**src/rtl/render_scheduler.sv**
```systemverilog
// Per-frame scheduler: runs the position, draw and game-over engines in turn and
// hands the frame-buffer write port to whichever engine currently owns the frame.
module render_scheduler #(
    parameter int TIMEOUT = 500000,
    parameter int TO_W    = 20
) (
    input  logic        Clk,
    input  logic        Reset,
    input  logic        frame_start,
    input  logic        start_key,
    input  logic        game_over,
    input  logic        pos_done,
    input  logic        draw_done,
    input  logic        g_o_done,
    output logic        pos_start,
    output logic        draw_start,
    output logic        run_game_over,
    output logic [2:0]  eng_sel,
    output logic        fb_we_en,
    output logic [2:0]  state,
    output logic [15:0] frame_cnt,
    output logic [7:0]  overrun_cnt,
    output logic        timeout_err
);

    typedef enum logic [2:0] {
        S_TITLE = 3'd0,
        S_WAIT  = 3'd1,
        S_POS   = 3'd2,
        S_DRAW  = 3'd3,
        S_GO    = 3'd4,
        S_HOLD  = 3'd5
    } state_e;

    localparam logic [TO_W-1:0] WD_LAST = TO_W'(TIMEOUT - 1);

    state_e            state_q, state_d;
    logic              start_key_q, start_key_d;
    logic              pos_start_q, pos_start_d;
    logic              draw_start_q, draw_start_d;
    logic              run_game_over_q, run_game_over_d;
    logic [2:0]        eng_sel_q, eng_sel_d;
    logic              fb_we_en_q, fb_we_en_d;
    logic [15:0]       frame_cnt_q, frame_cnt_d;
    logic [7:0]        overrun_cnt_q, overrun_cnt_d;
    logic              timeout_err_q, timeout_err_d;
    logic [TO_W-1:0]   wdog_q, wdog_d;

    logic start_rise_s;
    logic busy_s;
    logic expired_s;
    logic entering_s;

    // Next-state, counters, watchdog and the registered per-state outputs
    always_comb begin
        state_d         = state_q;
        start_key_d     = start_key;
        frame_cnt_d     = frame_cnt_q;
        overrun_cnt_d   = overrun_cnt_q;
        timeout_err_d   = timeout_err_q;
        wdog_d          = wdog_q;
        pos_start_d     = 1'b0;
        draw_start_d    = 1'b0;
        run_game_over_d = 1'b0;
        eng_sel_d       = 3'd0;
        fb_we_en_d      = 1'b0;

        start_rise_s = start_key & ~start_key_q;
        busy_s       = (state_q == S_POS) || (state_q == S_DRAW) || (state_q == S_GO);
        expired_s    = busy_s && (wdog_q == WD_LAST);

        if (frame_start && ((state_q == S_POS) || (state_q == S_DRAW)) && (overrun_cnt_q != 8'hFF)) begin
            overrun_cnt_d = overrun_cnt_q + 8'd1;
        end else begin
            overrun_cnt_d = overrun_cnt_q;
        end

        // A done pulse on the expiry cycle takes priority over the watchdog
        case (state_q)
            S_TITLE: begin
                if (start_rise_s) state_d = S_WAIT;
                else              state_d = S_TITLE;
            end
            S_WAIT: begin
                if (frame_start) state_d = S_POS;
                else             state_d = S_WAIT;
            end
            S_POS: begin
                if (pos_done) begin
                    state_d = game_over ? S_GO : S_DRAW;
                end else if (expired_s) begin
                    state_d       = S_WAIT;
                    timeout_err_d = 1'b1;
                end else begin
                    state_d = S_POS;
                end
            end
            S_DRAW: begin
                if (draw_done) begin
                    state_d     = S_WAIT;
                    frame_cnt_d = frame_cnt_q + 16'd1;
                end else if (expired_s) begin
                    state_d       = S_WAIT;
                    timeout_err_d = 1'b1;
                end else begin
                    state_d = S_DRAW;
                end
            end
            S_GO: begin
                if (g_o_done) begin
                    state_d = S_HOLD;
                end else if (expired_s) begin
                    state_d       = S_HOLD;
                    timeout_err_d = 1'b1;
                end else begin
                    state_d = S_GO;
                end
            end
            S_HOLD: begin
                if (start_rise_s) begin
                    state_d     = S_TITLE;
                    frame_cnt_d = 16'd0;
                end else begin
                    state_d = S_HOLD;
                end
            end
            default: state_d = S_TITLE;
        endcase

        entering_s = (state_d != state_q);

        if (entering_s) begin
            wdog_d = '0;
        end else if (busy_s) begin
            wdog_d = wdog_q + TO_W'(1);
        end else begin
            wdog_d = '0;
        end

        case (state_d)
            S_POS: begin
                eng_sel_d   = 3'd1;
                pos_start_d = entering_s;
            end
            S_DRAW: begin
                eng_sel_d    = 3'd2;
                fb_we_en_d   = 1'b1;
                draw_start_d = entering_s;
            end
            S_GO: begin
                eng_sel_d       = 3'd3;
                fb_we_en_d      = 1'b1;
                run_game_over_d = 1'b1;
            end
            default: begin
                eng_sel_d = 3'd0;
            end
        endcase
    end

    // State and output registers with synchronous reset
    always_ff @(posedge Clk) begin
        if (Reset) begin
            state_q         <= S_TITLE;
            start_key_q     <= 1'b0;
            pos_start_q     <= 1'b0;
            draw_start_q    <= 1'b0;
            run_game_over_q <= 1'b0;
            eng_sel_q       <= 3'd0;
            fb_we_en_q      <= 1'b0;
            frame_cnt_q     <= 16'd0;
            overrun_cnt_q   <= 8'd0;
            timeout_err_q   <= 1'b0;
            wdog_q          <= '0;
        end else begin
            state_q         <= state_d;
            start_key_q     <= start_key_d;
            pos_start_q     <= pos_start_d;
            draw_start_q    <= draw_start_d;
            run_game_over_q <= run_game_over_d;
            eng_sel_q       <= eng_sel_d;
            fb_we_en_q      <= fb_we_en_d;
            frame_cnt_q     <= frame_cnt_d;
            overrun_cnt_q   <= overrun_cnt_d;
            timeout_err_q   <= timeout_err_d;
            wdog_q          <= wdog_d;
        end
    end

    assign state         = state_q;
    assign pos_start     = pos_start_q;
    assign draw_start    = draw_start_q;
    assign run_game_over = run_game_over_q;
    assign eng_sel       = eng_sel_q;
    assign fb_we_en      = fb_we_en_q;
    assign frame_cnt     = frame_cnt_q;
    assign overrun_cnt   = overrun_cnt_q;
    assign timeout_err   = timeout_err_q;

endmodule
```
**config.mk**
```make
export PLATFORM = sky130hd
export DESIGN_NAME = render_scheduler
export DESIGN_NICKNAME = d
export VERILOG_FILES = /design/src/rtl/render_scheduler.sv
export SDC_FILE = /design/constraint.sdc
export NUM_CORES = 1
export LEC_CHECK = 0
export ABC_AREA = 1
export CORE_AREA = 8 8 85 87
export DETAILED_ROUTE_END_ITERATION = 8
export DIE_AREA = 0 0 93 95
export PLACE_DENSITY = 0.75
export SLEW_MARGIN = 30
export SYNTH_ARGS = -nofsm -noshare
export SYNTH_HDL_FRONTEND = slang
export SYNTH_SLANG_ARGS = --single-unit
```
**constraint.sdc**
```tcl
create_clock -name Clk -period 1.6 [get_ports Clk]
set_input_delay 0.32 -clock Clk [delete_from_list [all_inputs] [get_ports Clk]]
set_output_delay 0.32 -clock Clk [all_outputs]
set_load 0.02 [all_outputs]
```
==> out/qor.csv, run 1 <==
metric;value;unit
slew_violations;0;
path_cells;ha_4 -> nand3_4 -> inv_2 -> nand2_1 -> nor2_1 -> nand2_1 -> nand2_1 -> nand2_2 -> nand2_2 -> nand2_4 -> nand4_4 -> clkbuf_16 -> nor2_2;
cts_hold_buf;0;
dieWidth;93;µm
clk_pin_slew;100;ps
stdcell_area;4380;µm²
antenna_cells;0;
h-tree-depth;2;
start_util;0.483;
drt_iter0_drc;250;
wl_met2;4700;µm
worstPathArrival;2070;ps
die-area;8840;µm²
min_path_type;flop to flop;
synth_cells;394;
rsz0062_at_grt;yes;
synthXorXnorAreaFrac;0.0623;
clock_path_buffers;2;
cp.depth;13;
fin_skew;11.7;ps
syn_area_per_cell;7.13;µm²
synth_compound_area_frac;0.0828;
drive_gt1_frac;0.366;
rows;28;
yosys.area_share.simple;0.350;
ant_nets;0;
post-dp-hpwl;5610;µm
violations;negative setup slack;
ios;43;
wl_per_cell;15.1;µm
ff_latch_area;1100;µm²
total_leakage_power;0.00204;µW
tritoncts;yes;
core_area;5820;µm²
cpMostUsedCell;nand2_1;
drc;0;
clockRootBuffer;clkbuf_8;
dr_wl_met3;425;µm
fin_nets;537;
layout_common_cells;buf_4, nand2_1, inv_1, dfxtp_1, dlygate4sd2_1;
dr.pass1.iters;4;
synth_top_family_by_area;simple AND/OR/NAND/NOR gates;
vias;3113;
place_area;3880;µm²
holdPathStages;2;
synth_cell_types;36;
max_stage_delay;360;ps
final_cells;602;
yosysWarnings;0;
via_per_inst;5.17;
yosys-mux-area-fraction;0;
overflow;0;
worstPathMaxFanout;7;
numPortBuffers;41;
setup_violations;32;
mostFrequentLayoutCell;buf_4;
multi_input_area;1710;µm²
critical_path_buf_inv_count;2;
clkSinkCount;54;
dpl.cell_count;577;
place_congestion;0.878;
cp_top_family;simple AND/OR/NAND/NOR gates;
startpoint_type;flop;
r2r_cells;13;
yosysSeqAreaShare;0.385;
area_delta_synth_final;55.8;%
met1Wirelength;3530;µm
slowest_stage;dfxtp_2;
drv_cap;0;
fin_crit_sh;1.16;
max-vdd-ir-drop;0.000514;V
min_period;1850;ps
die_y;95;µm
clock_latency;320;ps
grt_max_degree;16;
power.density;592;nW/µm²
whs;469;ps
synth-seq-cells;54;
synthAdderAreaFrac;0.0134;
synth_fp_nets;405;
cts_buffers;5;
path_class;flop to flop;
grt_pass1_vias;2942;
status;finished, violations left;
fin_util;0.753;
tns;-5730;ps
grt_pass1_wl;12700;µm
wirelength;9110;µm
max_clock_freq;539;MHz
top_layer;met4;
antenna_found_initial;0;
final_hold_viol_count;0;
critical_path_required;1820;ps
track_usage;0.176;
crit_path_end_kind;flop;
nFillCells;424;
synth_area;2810;µm²
worst_slack;-254;ps
cell type report:
| type | count | area share |
|---|---|---|
| multi-input combinational | 267 | 0.390 |
| timing repair buffer | 130 | 0.257 |
| sequential | 54 | 0.252 |
| inverter | 68 | 0.0589 |
| tap | 75 | 0.0214 |
| clock buffer | 7 | 0.0197 |
| clock inverter | 1 | 0.00114 |
cells in the mapped netlist, drive strengths merged:
cell     n  share of area
nand2   84           0.12
inv     68          0.091
nor2    66           0.12
dfxtp   54           0.38
a21oi   21          0.041
nand3   21          0.041
xor2    16          0.050
nor3    13          0.025
o21ai   13          0.023
nand4   10          0.024
buf      4          0.013
xnor2    4          0.012
a211oi   3         0.0080
ha       3          0.013
nor3b    3         0.0098
nor4     3         0.0067
a21boi   1         0.0027
a31oi    1         0.0022
and3     1         0.0022
clkbuf   1         0.0013
conb     1         0.0013
o21a     1         0.0027
o21bai   1         0.0027
or2      1         0.0022
flip-flops by register name, summed over array words and instances (netlist names):
register       count
eng_sel            1
start_key_q        1
run_game_over      1
draw_start         1
timeout_err        1
wdog_q            20
state              3
fb_we_en           1
pos_start          1
overrun_cnt        8
frame_cnt         16
worst min-delay path: stages, from the launching register on:
cell and delay [ps]:
dfxtp_1 330, inv_1 50, a21oi_1 50
routing by layer:
layer | GRT usage | vias up
met5 | 0 | -
li1 | - | 1496
met3 | 0.0460 | 46
met4 | 0.0752 | 0
met1 | 0.183 | 1462
met2 | 0.327 | 109
stage by stage:
stage / setup slack (ps) / total power (µW)
floorplan: 12.4 / 1540
global placement: -413 / 1690
detailed placement: -446 / 1690
CTS: -54.5 / 2520
global route: -378 / 2690
finish: -254 / 2590
power breakdown:
group,internal (µW),total [µW],switching (µW)
Sequential,1360,1380,21.4
Combinational,179,388,209
Clock,351,825,474
timing repair:
action	in CTS	in global routing
cloned	0	1
gates resized for setup	56	54
hold endpoints to repair	0	0
pin swaps	7	14
setup endpoints to repair	61	45
buffers inserted	4	12
worst paths after layout:
| kind | end | slack [ps] | startpoint |
|---|---|---|---|
| setup / recovery | wdog_q[15] | -250 | wdog_q[0] |
| hold / removal | overrun_cnt[4] | 470 | overrun_cnt[4] |
| setup reg to reg | wdog_q[15] | -250 | wdog_q[0] |
| hold reg to reg | overrun_cnt[4] | 470 | overrun_cnt[4] |
cell families (layout without fill, tap and decap cells):
kind of cell | count (synthesis) | in the layout
AND/OR/NAND/NOR | 202 | 202
other | 1 | 1
flip-flops | 54 | 54
adder cells (fa/ha/maj) | 3 | 3
XOR/XNOR | 20 | 20
buffers and inverters | 73 | 206
AO/OA/AOI/OAI | 41 | 41
No activity file was read; power rests on OpenSTA's default activity.
==> inputs of run 2 (changes only) <==
CORE_AREA = 10 10 108 110   (was 8 8 85 87)
DIE_AREA = 0 0 118 120   (was 0 0 93 95)
PLACE_DENSITY = 0.51   (was 0.75)
SETUP_SLACK_MARGIN = 0.3   (was not set)
==> run 2 against run 1 <==
  * The flow still finishes with violations (negative setup slack)
  * Flip-flop and latch count is the same
  * Register-to-register slack gained 60 ps
  * Hold slack lost 93 ps
  * Largest power group unchanged
==> out/qor.csv, run 2 (synthesis results as in run 1) <==
metric;value;unit;change
total_leakage_power;0.00206;µW;+0.77%
drive_gt1_frac;0.600;;+0.234
ff_latch_area;1140;µm²;+3.7%
fin_crit_sh;1.12;;-0.0386
grt_pass1_wl;13200;µm;+3.9%
mostFrequentLayoutCell;buf_4;;
antenna_found_initial;0;;unchanged
startpoint_type;flop;;
rows;36;;+29%
grt_pass1_vias;2893;;-1.7%
h-tree-depth;2;;unchanged
r2r_cells;11;;-2
wirelength;8190;µm;-10%
setup_violations;32;;unchanged
ios;43;;unchanged
critical_path_required;1850;ps;+30 ps
fin_skew;13.7;ps;+2.04 ps
largest_reg_flops;20;;unchanged
fin_nets;555;;+3.4%
dr.pass1.iters;4;;unchanged
path_class;flop to flop;;
max_stage_delay;380;ps;+20 ps
r2r_setup_slack;-190;ps;+60 ps
wl_met2;4320;µm;-8.1%
tritoncts;yes;;
hold_path.startpoint;start_key;;
multi_input_area;2060;µm²;+21%
clockRootBuffer;clkbuf_8;;
max_clock_freq;558;MHz;+3.4%
path_cells;buf_12 -> nand3_4 -> nor2_4 -> nor2_2 -> nand3_2 -> a21oi_4 -> nand2_4 -> nand2_4 -> nand4_4 -> clkbuf_16 -> nor2_2;;
drv_cap;0;;unchanged
final_cells;678;;+13%
overflow;0;;unchanged
clk_pin_slew;100;ps;about the same
drc;0;;unchanged
slew_violations;0;;unchanged
numPortBuffers;41;;unchanged
clkSinkCount;54;;unchanged
r2r_start;state[2];;
crit_path_end_kind;flop;;
dpl.cell_count;631;;+9.4%
worst_slack;-193;ps;+61.8 ps
die_y;120;µm;+26%
drt_iter0_drc;63;;-75%
via_per_inst;4.41;;-15%
worstPathArrival;2040;ps;-30 ps
pre_cts_slack;-485;ps;-38.7 ps
grt_max_degree;21;;+5
cts_hold_buf;0;;unchanged
clock_latency;310;ps;about the same
holdPathStages;3;;+1
dr_wl_met3;222;µm;-48%
final_hold_viol_count;0;;unchanged
core_area;9550;µm²;+64%
die-area;14200;µm²;+60%
clock_path_buffers;2;;unchanged
power.density;515;nW/µm²;-13%
rsz0062_at_grt;yes;;
met1Wirelength;3530;µm;about the same
worstPathMaxFanout;10;;+3
violations;negative setup slack;;
cts_buffers;5;;unchanged
track_usage;0.108;;-0.0683
ant_nets;0;;unchanged
top_layer;met4;;
start_util;0.294;;-0.189
place_congestion;0.839;;-4.4%
wl_per_cell;12.1;µm;-20%
post-dp-hpwl;5670;µm;+1.2%
status;finished, violations left;;
max-vdd-ir-drop;0.000324;V;-37%
min_period;1790;ps;-61.8 ps
layout_common_cells;buf_4, inv_1, nand2_1, dfxtp_1, nor2_4;;
area_delta_synth_final;78.7;%;
vias;2992;;-3.9%
nFillCells;914;;+120%
crit_path_start;state[2];;
regMostFlops;wdog_q;;
dieWidth;118;µm;+27%
min_path_type;primary input to flop;;
antenna_cells;0;;unchanged
slowest_stage;dfxtp_4;;
## run 2: final timing paths
| check | endpoint |
|---|---|
| max | wdog_q[1] |
| min | start_key_q |
| max reg2reg | wdog_q[1] |
| min reg2reg | frame_cnt[12] |
## run 2: critical path: cells and delay by family, from the launching register on
family	cells	cell delay, ps
AOI/OAI and AO/OA	1	210
and+or+nand+nor	8	760
buffers and inverters	2	370
DFF	1	380
## run 2: layout make-up
class / instances / area share
multi-input cells: 267 / 0.410
clock buffers: 6 / 0.0145
well taps: 133 / 0.0331
flip-flops and latches: 54 / 0.228
inverters: 68 / 0.0546
clock inverters: 2 / 0.00199
repair buffers: 148 / 0.258
## run 2: timing repair
| action | in CTS | in global routing |
|---|---|---|
| cloned | 0 | 2 |
| pin swaps | 39 | 21 |
| buffers inserted | 23 | 14 |
| endpoints found under the setup margin | 86 | 70 |
| gates resized for setup | 223 | 87 |
## run 2: through the flow
stage	setup TNS [ps]	instance area [µm²]	power, µW	hold WS, ps	util
floorplan	0	2980	1550	432	-
global placement	-16230	4070	1700	439	0.427
detailed placement	-17430	4070	1710	447	0.427
CTS	-1700	4620	2530	371	0.484
global route	-6650	5020	2690	401	0.526
finish	-3840	5020	2580	376	0.526
## run 2: where the power goes
part	leakage (µW)	total (µW)	internal, µW	switching [µW]
Combinational	0.00156	454	219	234
Sequential	0.000453	1370	1350	21.7
Clock	0.0000450	763	305	458
Total	0.00206	2580	1870	714
## run 2: routing by layer
| metal | vias up | track usage |
|---|---|---|
| li1 | 1539 | - |
| met1 | 1409 | 0.123 |
| met2 | 34 | 0.196 |
| met3 | 10 | 0.0239 |
| met4 | 0 | 0.0340 |
| met5 | - | 0 |
